<file path="config.mk">
export PLATFORM = sky130hd
export DESIGN_NAME = ov5640_init_seq
export DESIGN_NICKNAME = d
export VERILOG_FILES = /design/src/rtl/ov5640_init_seq.sv
export SDC_FILE = /design/constraint.sdc
export NUM_CORES = 1
export LEC_CHECK = 0
export ABC_AREA = 1
export BUFFER_PORTS_ARGS = -buffer_cell sky130_fd_sc_hd__buf_2
export CAP_MARGIN = 10
export CORE_ASPECT_RATIO = 1.25
export CORE_MARGIN = 2
export CORE_UTILIZATION = 55
export CTS_BUF_LIST = sky130_fd_sc_hd__clkbuf_4
export DETAILED_ROUTE_END_ITERATION = 6
export PLACE_DENSITY = 0.73
export SLEW_MARGIN = 5
export SYNTH_ARGS = -nofsm -noshare
export SYNTH_HDL_FRONTEND = slang
export SYNTH_SLANG_ARGS = --single-unit
</file>
<file path="constraint.sdc">
create_clock -name clk -period 2.2 [get_ports clk]
set_input_delay 0.44 -clock clk [delete_from_list [all_inputs] [get_ports clk]]
set_output_delay 0.44 -clock clk [all_outputs]
set_load 0.05 [all_outputs]
</file>
<file path="src/rtl/ov5640_init_seq.sv">
// OV5640 register-init sequencer: walks a fixed ROM table, substitutes runtime fields, drives SCCB writes.
// Optional NACK retry enabled by defining OV5640_SEQ_RETRY_EN.
module ov5640_init_seq #(
   parameter int unsigned TABLE_LEN       = 86,
   parameter int unsigned ADDR_WIDTH      = 8,
   parameter logic [23:0] PWR_WAIT_CYCLES = 24'd1_200_000,
   parameter logic [23:0] RST_WAIT_CYCLES = 24'd120_000,
   parameter int unsigned MAX_RETRY       = 3,
   parameter logic        IMAGE_FLIP_EN   = 1'b0,
   parameter logic        IMAGE_MIRROR_EN = 1'b0
) (
   input  logic                  clk,
   input  logic                  rst_n,
   input  logic                  start,
   input  logic                  mode_sel,
   input  logic [11:0]           img_width,
   input  logic [11:0]           img_height,
   output logic                  wr_valid,
   input  logic                  wr_ready,
   output logic [15:0]           wr_reg_addr,
   output logic [7:0]            wr_reg_data,
   input  logic                  wr_done,
   input  logic                  wr_nack,
   output logic                  busy,
   output logic                  done,
   output logic                  error,
   output logic [ADDR_WIDTH-1:0] progress
);

   typedef enum logic [2:0] {
      IDLE, PWR_WAIT, FETCH, ISSUE, WAIT_RESP, RST_WAIT, DONE, ERROR
   } state_e;

   state_e                state_q, state_d;
   logic [23:0]           cnt_q, cnt_d;
   logic [ADDR_WIDTH-1:0] index_q, index_d;
   logic [23:0]           rom_q, rom_d;
   logic                  fetch_ph_q, fetch_ph_d;
   logic [15:0]           wr_addr_q, wr_addr_d;
   logic [7:0]            wr_data_q, wr_data_d;
   logic                  mode_q, mode_d;
   logic [11:0]           width_q, width_d;
   logic [11:0]           height_q, height_d;
   logic [7:0]            sub_data;
   logic                  advance;
   logic                  last_entry;
`ifdef OV5640_SEQ_RETRY_EN
   localparam int unsigned RETRY_W = (MAX_RETRY < 1) ? 1 : $clog2(MAX_RETRY + 1);
   logic [RETRY_W-1:0]    retry_q, retry_d;
`endif

   always_comb begin
      rom_d = '0;
      case (int'(index_q))
         0:  rom_d = 24'h3008_82;  1:  rom_d = 24'h3008_42;  2:  rom_d = 24'h3103_03;  3:  rom_d = 24'h3017_ff;
         4:  rom_d = 24'h3018_ff;  5:  rom_d = 24'h3034_1a;  6:  rom_d = 24'h3035_21;  7:  rom_d = 24'h3036_46;
         8:  rom_d = 24'h3037_13;  9:  rom_d = 24'h3108_01;  10: rom_d = 24'h3820_40;  11: rom_d = 24'h3821_07;
         12: rom_d = 24'h3808_0a;  13: rom_d = 24'h3809_20;  14: rom_d = 24'h380a_07;  15: rom_d = 24'h380b_98;
         16: rom_d = 24'h4300_f8;  17: rom_d = 24'h501f_00;  18: rom_d = 24'h3630_36;  19: rom_d = 24'h3631_0e;
         20: rom_d = 24'h3632_e2;  21: rom_d = 24'h3633_12;  22: rom_d = 24'h3621_e0;  23: rom_d = 24'h3704_a0;
         24: rom_d = 24'h3703_5a;  25: rom_d = 24'h3715_78;  26: rom_d = 24'h3717_01;  27: rom_d = 24'h370b_60;
         28: rom_d = 24'h3705_1a;  29: rom_d = 24'h3905_02;  30: rom_d = 24'h3906_10;  31: rom_d = 24'h3901_0a;
         32: rom_d = 24'h3731_12;  33: rom_d = 24'h3600_08;  34: rom_d = 24'h3601_33;  35: rom_d = 24'h302d_60;
         36: rom_d = 24'h3620_52;  37: rom_d = 24'h371b_20;  38: rom_d = 24'h471c_50;  39: rom_d = 24'h3a13_43;
         40: rom_d = 24'h3a18_00;  41: rom_d = 24'h3a19_f8;  42: rom_d = 24'h3635_13;  43: rom_d = 24'h3636_03;
         44: rom_d = 24'h3634_40;  45: rom_d = 24'h3622_01;  46: rom_d = 24'h3c01_34;  47: rom_d = 24'h3c04_28;
         48: rom_d = 24'h3c05_98;  49: rom_d = 24'h3c06_00;  50: rom_d = 24'h3c07_08;  51: rom_d = 24'h3c08_00;
         52: rom_d = 24'h3c09_1c;  53: rom_d = 24'h3c0a_9c;  54: rom_d = 24'h3c0b_40;  55: rom_d = 24'h3800_00;
         56: rom_d = 24'h3801_00;  57: rom_d = 24'h3802_00;  58: rom_d = 24'h3803_04;  59: rom_d = 24'h3804_0a;
         60: rom_d = 24'h3805_3f;  61: rom_d = 24'h3806_07;  62: rom_d = 24'h3807_9b;  63: rom_d = 24'h380c_07;
         64: rom_d = 24'h380d_68;  65: rom_d = 24'h380e_03;  66: rom_d = 24'h380f_d8;  67: rom_d = 24'h3810_00;
         68: rom_d = 24'h3811_10;  69: rom_d = 24'h3812_00;  70: rom_d = 24'h3813_06;  71: rom_d = 24'h3814_31;
         72: rom_d = 24'h3815_31;  73: rom_d = 24'h3618_00;  74: rom_d = 24'h3612_29;  75: rom_d = 24'h3708_64;
         76: rom_d = 24'h3709_52;  77: rom_d = 24'h370c_03;  78: rom_d = 24'h4001_02;  79: rom_d = 24'h4004_02;
         80: rom_d = 24'h3000_00;  81: rom_d = 24'h3002_1c;  82: rom_d = 24'h3004_ff;  83: rom_d = 24'h3006_c3;
         84: rom_d = 24'h4713_03;  85: rom_d = 24'h3008_02;
         default: rom_d = '0;
      endcase
   end

   // Runtime fields replace the ROM data on the second FETCH cycle.
   always_comb begin
      sub_data = rom_q[7:0];
      case (rom_q[23:8])
         16'h3808: sub_data = {4'h0, width_q[11:8]};
         16'h3809: sub_data = width_q[7:0];
         16'h380a: sub_data = {4'h0, height_q[11:8]};
         16'h380b: sub_data = height_q[7:0];
         16'h4300: sub_data = mode_q ? 8'h61 : 8'h03;
         16'h501f: sub_data = mode_q ? 8'h01 : 8'h03;
         16'h3820: sub_data = IMAGE_FLIP_EN ? 8'h47 : 8'h40;
         16'h3821: sub_data = IMAGE_MIRROR_EN ? 8'h00 : 8'h07;
         default:  sub_data = rom_q[7:0];
      endcase
   end

   assign last_entry = (index_q == ADDR_WIDTH'(TABLE_LEN - 1));

   always_comb begin
      state_d    = state_q;
      cnt_d      = cnt_q;
      index_d    = index_q;
      fetch_ph_d = fetch_ph_q;
      wr_addr_d  = wr_addr_q;
      wr_data_d  = wr_data_q;
      mode_d     = mode_q;
      width_d    = width_q;
      height_d   = height_q;
      advance    = 1'b0;
`ifdef OV5640_SEQ_RETRY_EN
      retry_d    = retry_q;
`endif
      case (state_q)
         IDLE, DONE, ERROR: begin
            if (start) begin
               state_d  = PWR_WAIT;
               cnt_d    = '0;
               index_d  = '0;
               mode_d   = mode_sel;
               width_d  = img_width;
               height_d = img_height;
`ifdef OV5640_SEQ_RETRY_EN
               retry_d  = '0;
`endif
            end
         end
         PWR_WAIT: begin
            if (cnt_q == PWR_WAIT_CYCLES - 24'd1) state_d = FETCH;
            else                                  cnt_d   = cnt_q + 24'd1;
         end
         FETCH: begin
            if (!fetch_ph_q) begin
               fetch_ph_d = 1'b1;
            end else begin
               fetch_ph_d = 1'b0;
               wr_addr_d  = rom_q[23:8];
               wr_data_d  = sub_data;
               state_d    = ISSUE;
            end
         end
         ISSUE: begin
            if (wr_ready) state_d = WAIT_RESP;
         end
         WAIT_RESP: begin
            if (wr_nack) begin
`ifdef OV5640_SEQ_RETRY_EN
               if (retry_q < RETRY_W'(MAX_RETRY)) begin
                  retry_d = retry_q + RETRY_W'(1);
                  state_d = FETCH;
               end else begin
                  state_d = ERROR;
               end
`else
               state_d = ERROR;
`endif
            end else if (wr_done) begin
               if (wr_addr_q == 16'h3008 && wr_data_q[7]) begin
                  state_d = RST_WAIT;
                  cnt_d   = '0;
               end else begin
                  advance = 1'b1;
               end
            end
         end
         RST_WAIT: begin
            if (cnt_q == RST_WAIT_CYCLES - 24'd1) advance = 1'b1;
            else                                  cnt_d   = cnt_q + 24'd1;
         end
         default: state_d = IDLE;
      endcase
      if (advance) begin
         if (last_entry) begin
            state_d = DONE;
         end else begin
            state_d = FETCH;
            index_d = index_q + ADDR_WIDTH'(1);
`ifdef OV5640_SEQ_RETRY_EN
            retry_d = '0;
`endif
         end
      end
   end

   always_ff @(posedge clk or negedge rst_n) begin
      if (!rst_n) begin
         state_q    <= IDLE;
         cnt_q      <= '0;
         index_q    <= '0;
         rom_q      <= '0;
         fetch_ph_q <= 1'b0;
         wr_addr_q  <= '0;
         wr_data_q  <= '0;
         mode_q     <= 1'b0;
         width_q    <= '0;
         height_q   <= '0;
`ifdef OV5640_SEQ_RETRY_EN
         retry_q    <= '0;
`endif
      end else begin
         state_q    <= state_d;
         cnt_q      <= cnt_d;
         index_q    <= index_d;
         rom_q      <= rom_d;
         fetch_ph_q <= fetch_ph_d;
         wr_addr_q  <= wr_addr_d;
         wr_data_q  <= wr_data_d;
         mode_q     <= mode_d;
         width_q    <= width_d;
         height_q   <= height_d;
`ifdef OV5640_SEQ_RETRY_EN
         retry_q    <= retry_d;
`endif
      end
   end

   assign wr_valid    = (state_q == ISSUE);
   assign wr_reg_addr = wr_addr_q;
   assign wr_reg_data = wr_data_q;
   assign busy        = !(state_q == IDLE || state_q == DONE || state_q == ERROR);
   assign done        = (state_q == DONE);
   assign error       = (state_q == ERROR);
   assign progress    = index_q;

endmodule

</file>
==> reports/results.tsv, run 1 <==
metric	value	unit
routedWlPerCell	18.4	um
die_area	14500	um^2
ys_ff_latch	103	
gp_congestion	1.10	
relSlewSlack	54.1	%
setup_viol	0	
fmax	467	MHz
dp_hpwl	19.2	mm
start_util	56.2	%
ys_async_sr_fraction	100	%
boundaryPins	67	
irDropWorstVdd	0.796	mV
p_leak	4.42	nW
syn_area_per_cell	6.83	um^2
htree_levels	3	
grt_pass1_wl	39.0	mm
yosys.area.top_type_share	34.6	%
grt_max_degree	49	
overflow	0	
hold_path.class	in -> reg	
drive_gt1_share	16.9	%
final_util	63.1	%
row_count	47	
place_inst	1338	
ys.flop_type	dfrtp_1	
track_usage	35.3	%
final_cell_area	8350	um^2
syn2layout_area_growth	12.2	%
cts_made_buffers	9	
clockBufferDepth	2	
cts_tree	done	
p_per_area	964	nW/um^2
placed_area	8210	um^2
rsz0062_at_grt	false	
grt_pass1_vias	7495	
synth_area	7440	um^2
synth.area.top_cells	dfrtp_1 35%, nand2_1 16%, nand3_1 6.9%	
synth_cell_types	55	
drt_first_pass_iters	5	
crit_arrival	1.70	ns
fin_hold_ws	0.161	ns
drt-total-wl	24.9	mm
period_minus_slack	2.14	ns
clk_pin_slew	0.17	ns
clock-root-buffer	clkbuf_4	
instances_no_fill	1356	
fin_skew	0.0132	ns
antenna_found_initial	1	
crit_type	reg -> out	
tightest_slew	0.688	ns
clock-sinks	103	
setup_slack	0.0567	ns
via_per_inst	5.81	
crit_required	1.76	ns
drtIter0Drc	673	
io_buffers	63	
status	finished, final reports clean	
ant_nets	0	
finalCritPeriodShare	97.4	%
drc	0	
cp-end-kind	primary output	
synth_edf_count	0	
fin_tns_setup	0	ns
power	8.05	mW
hold_violations	0	
start_kind	register	
yosys.area.top_type	dfrtp_1	
vias	7876	
fp.dieW	108	um
pre_cts_slack	0.165	ns
cp_max_fo	10	
clk_latency	0.49	ns
core-area	13200	um^2
yosysSeqAreaShare	34.6	%
drv_slew	0	
yosys_warnings	0	
synthCells	1089	
drv_cap	0	
fin_nets	1228	
die_y	134	um
-- placed cells by master (no fill, tap or decap), types with 8 or more instances in the layout --
master	count
a21oi_1	45
buf_2	62
buf_4	52
clkbuf_4	9
dfrtp_1	99
ha_1	18
inv_1	97
mux2_2	24
nand2_1	318
nand2_2	13
nand3_1	103
nand4_1	17
nor2_1	134
nor3_1	20
o21ai_0	68
o22ai_1	8
xor2_1	15
-- power by group --
group	switching, mW	internal (mW)	total [mW]
sequential	0.456	2.47	2.92
clock	0.695	0.246	0.941
combinational	2.88	1.31	4.19
total	4.03	4.02	8.05
-- kinds of logic (layout without fill, tap and decap cells) --
family	Yosys count	after routing	synth area share, %
simple gates	627	627	36.8
compound gates	154	154	11.6
fa+ha+maj	18	18	3.03
mux	24	24	3.63
xor+xnor	17	17	2.00
other cells	1	4	0.0504
flops	103	103	34.6
buf+inv	145	238	8.24
-- synth_stat cells, types with 2 or more instances --
| library cell | instances |
|---|---|
| or2_2 | 3 |
| nand4_1 | 17 |
| nand2_1 | 318 |
| buf_4 | 4 |
| clkbuf_1 | 19 |
| o21ai_0 | 68 |
| inv_4 | 2 |
| nor2_2 | 3 |
| nand3_1 | 103 |
| inv_2 | 3 |
| ha_1 | 18 |
| nor2_8 | 2 |
| nor3_1 | 20 |
| xnor2_1 | 2 |
| o211ai_1 | 7 |
| dfrtp_1 | 103 |
| inv_1 | 97 |
| nor2_1 | 135 |
| o22ai_1 | 8 |
| o21ai_1 | 7 |
| xor2_1 | 15 |
| buf_6 | 2 |
| mux2_2 | 24 |
| a21oi_1 | 45 |
| nand2_4 | 4 |
| a31oi_1 | 3 |
| clkinv_1 | 2 |
| nand2_2 | 13 |
| buf_2 | 14 |
| nor2_4 | 2 |
| a32oi_1 | 2 |
-- cell type report --
class                      count  area, um^2
clock inverter                 7        56.3
tap                          171         214
multi-input combinational    843        4260
inverter                     104         395
antenna                        1        2.50
timing repair buffer         118         771
clock buffer                   9        67.6
fill                        1252        4880
sequential                   103        2580
-- sequential cells by signal, summed over array words and instances, names as in the netlist --
name and cells:
wr_reg_data 8, progress 8, mode_q 1, cnt_q 24, height_q 12, fetch_ph_q 1, state_q 3, rom_q 21
width_q 12, wr_reg_addr 13
-- final timing paths --
| kind | start | to | slack (ns) | depth (start not counted) |
|---|---|---|---|---|
| max | progress[4] | progress[4] | 0.06 | 2 |
| min | img_width[3] | width_q[3] | 0.16 | 2 |
| max reg2reg | progress[4] | rom_q[5] | 0.12 | 7 |
| min reg2reg | wr_reg_data[3] | wr_reg_data[3] | 0.51 | 2 |
| max in group asynchronous | rst_n | progress[1] | 1.10 | 3 |
| min in group asynchronous | rst_n | cnt_q[12] | 0.44 | 2 |
-- critical path: stages, from the launching register on --
cell	delay (ns)
dfrtp_1	0.66
buf_4	0.27
buf_2	0.28
-- what timing repair did --
| action | CTS | global route |
|---|---|---|
| setup endpoints to repair | 0 | 16 |
| hold buffers | 1 | 0 |
| gates resized for setup | 0 | 3 |
| hold endpoints to repair | 39 | 0 |
| setup buffers | 0 | 0 |
-- layer usage --
metal	share of wire (%)	vias up	wire [um]	GRT usage, %
met5	0	-	0	0
met4	7.9	0	1960	25.8
met3	6.3	126	1580	4.23
met2	48	407	11900	58.2
met1	38	3612	9490	42.1
li1	-	3731	-	-
No activity file was read; power rests on OpenSTA's default activity.
==> inputs of run 2 (changes only) <==
--- a/config.mk
+++ b/config.mk
@@ -6,14 +6,17 @@
 export NUM_CORES = 1
 export LEC_CHECK = 0
 export ABC_AREA = 1
+export ABC_CLOCK_PERIOD_IN_PS = 2200
 export BUFFER_PORTS_ARGS = -buffer_cell sky130_fd_sc_hd__buf_2
 export CAP_MARGIN = 10
+export CELL_PAD_IN_SITES_DETAIL_PLACEMENT = 0
+export CELL_PAD_IN_SITES_GLOBAL_PLACEMENT = 2
 export CORE_ASPECT_RATIO = 1.25
 export CORE_MARGIN = 2
-export CORE_UTILIZATION = 55
+export CORE_UTILIZATION = 35
 export CTS_BUF_LIST = sky130_fd_sc_hd__clkbuf_4
 export DETAILED_ROUTE_END_ITERATION = 6
-export PLACE_DENSITY = 0.73
+export PLACE_DENSITY = 0.81
 export SLEW_MARGIN = 5
 export SYNTH_ARGS = -nofsm -noshare
 export SYNTH_HDL_FRONTEND = slang
==> reports/results.tsv, run 2 (synthesis results as in run 1) <==
metric	value	unit	change
layout_commonest_cell	nand2_1		
fin_tns_setup	0	ns	unchanged
clock-sinks	103		unchanged
regMostFlops	cnt_q		
row_count	59		+26%
min_to	height_q[8]		
start_util	35.7	%	-20 points
drc	0		unchanged
setup_viol	0		unchanged
p_leak	4.46	nW	+0.90%
min_path_cells	2		unchanged
routedWlPerCell	17.8	um	-3.1%
cp-end-kind	register		
grt_max_degree	104		+110%
reg2reg_to	rom_q[5]		
period_minus_slack	2.09	ns	-0.0564 ns
fin_skew	0.0430	ns	+0.0298 ns
fp.dieW	134	um	+24%
htree_levels	3		unchanged
syn2layout_area_growth	15.1	%	
irDropWorstVdd	0.556	mV	-30%
drt_first_pass_iters	5		unchanged
crit_arrival	2.50	ns	+0.80 ns
vias	7591		-3.6%
crit_required	2.62	ns	+0.86 ns
r2r_slack	0.11	ns	about the same
drtIter0Drc	447		-34%
rsz0062_at_grt	false		
core-area	20800	um^2	+57%
p_per_area	961	nW/um^2	-0.38%
finalCritPeriodShare	94.9	%	-2.6 points
hold_path.class	in -> reg		
clockBufferDepth	2		unchanged
start_kind	register		
die_area	22500	um^2	+55%
largest_register_ffs	24		unchanged
gp_congestion	1.01		-7.7%
cts_made_buffers	9		unchanged
fin_nets	1231		+0.24%
boundaryPins	67		unchanged
crit_type	reg -> reg		
status	finished, final reports clean		
io_buffers	63		unchanged
fin_hold_ws	0.152	ns	-0.00868 ns
via_per_inst	5.19		-11%
grt_pass1_wl	41.2	mm	+5.5%
dp_hpwl	20.3	mm	+5.9%
cp_max_fo	6		-4
drv_slew	0		unchanged
drt-total-wl	26.1	mm	+4.6%
hold_violations	0		unchanged
instances_no_fill	1463		+7.9%
drv_cap	0		unchanged
drive_gt1_share	17.2	%	+0.29 points
ant_nets	0		unchanged
track_usage	23.6	%	-12 points
antenna_found_initial	1		unchanged
tightest_slew	0.684	ns	-0.00453 ns
die_y	167	um	+25%
grt_pass1_vias	7510		+0.20%
clock-root-buffer	clkbuf_4		
power	8.23	mW	+2.2%
place_inst	1443		+7.8%
final_util	41.1	%	-22 points
final_cell_mix	318 x nand2_1, 133 x nor2_1, 103 x nand3_1		
fmax	479	MHz	+2.7%
worstRegToRegCells	10		+3
clk_latency	0.50	ns	about the same
cts_tree	done		
clk_pin_slew	0.18	ns	about the same
overflow	0		unchanged
relSlewSlack	54.4	%	+0.30 points
reg2reg_from	progress[1]		
min_from	img_height[8]		
-- run 2: how the worst max path moves through the flow --
| stage | end | slack, ns | start |
|---|---|---|---|
| 2_1_floorplan | rom_q[1] | 0.02 | progress[2] |
| 3_3_place_gp | rom_q[2] | 0.14 | progress[3] |
| 3_5_place_dp | rom_q[8] | 0.16 | progress[1] |
| 4_1_cts | wr_valid | 0.003 | state_q[1] |
| 5_1_grt | rom_q[18] | 0.0008 | progress[1] |
| 6_report | rom_q[5] | 0.11 | progress[1] |
-- run 2: area by class of cell --
type                       instances  area (um^2)
inverter                         104          395
clock buffer                       9         67.6
clock inverter                     7         85.1
fill                            2309        12300
antenna                            2         5.00
tap                              274          343
timing repair buffer             121          818
sequential                       103         2580
multi-input combinational        843         4270
-- run 2: where the power goes --
group / switching (mW) / internal [mW] / leakage, nW
clock network: 0.721 / 0.375 / 0.0843
logic: 2.84 / 1.33 / 3.06
registers: 0.487 / 2.47 / 1.32
total: 4.05 / 4.18 / 4.46
-- run 2: metal layers --
layer | vias up | track usage [%] | routed length [um]
met1 | 3539 | 29.2 | 10900
li1 | 3733 | - | -
met4 | 0 | 11.9 | 1320
met5 | - | 0 | 0
met2 | 241 | 40.2 | 12800
met3 | 78 | 3.17 | 1080
-- run 2: repair_timing --
action | 4_1_cts | 5_1_grt
setup buffers | 0 | 1
endpoints found under the setup margin | 0 | 6
endpoints found under the hold margin | 42 | 0
gates resized for setup | 0 | 5
hold buffers | 1 | 0
-- run 2: critical path, stage by stage (launching register included) --
cell	delay, ns
dfrtp_2	0.48
inv_1	0.15
ha_1	0.22
inv_1	0.07
nor2_1	0.28
inv_1	0.10
nand3_1	0.08
o21ai_0	0.10
o21ai_0	0.27
nand3_1	0.12
a21oi_1	0.15
-- run 2: per-stage QoR --
step | worst slack (ns) | cell area [um^2]
2_1_floorplan | 0.0220 | 7450
3_3_place_gp | 0.141 | 8380
3_5_place_dp | 0.158 | 8380
4_1_cts | 0.00261 | 8540
5_1_grt | 0.000798 | 8560
6_report | 0.113 | 8560
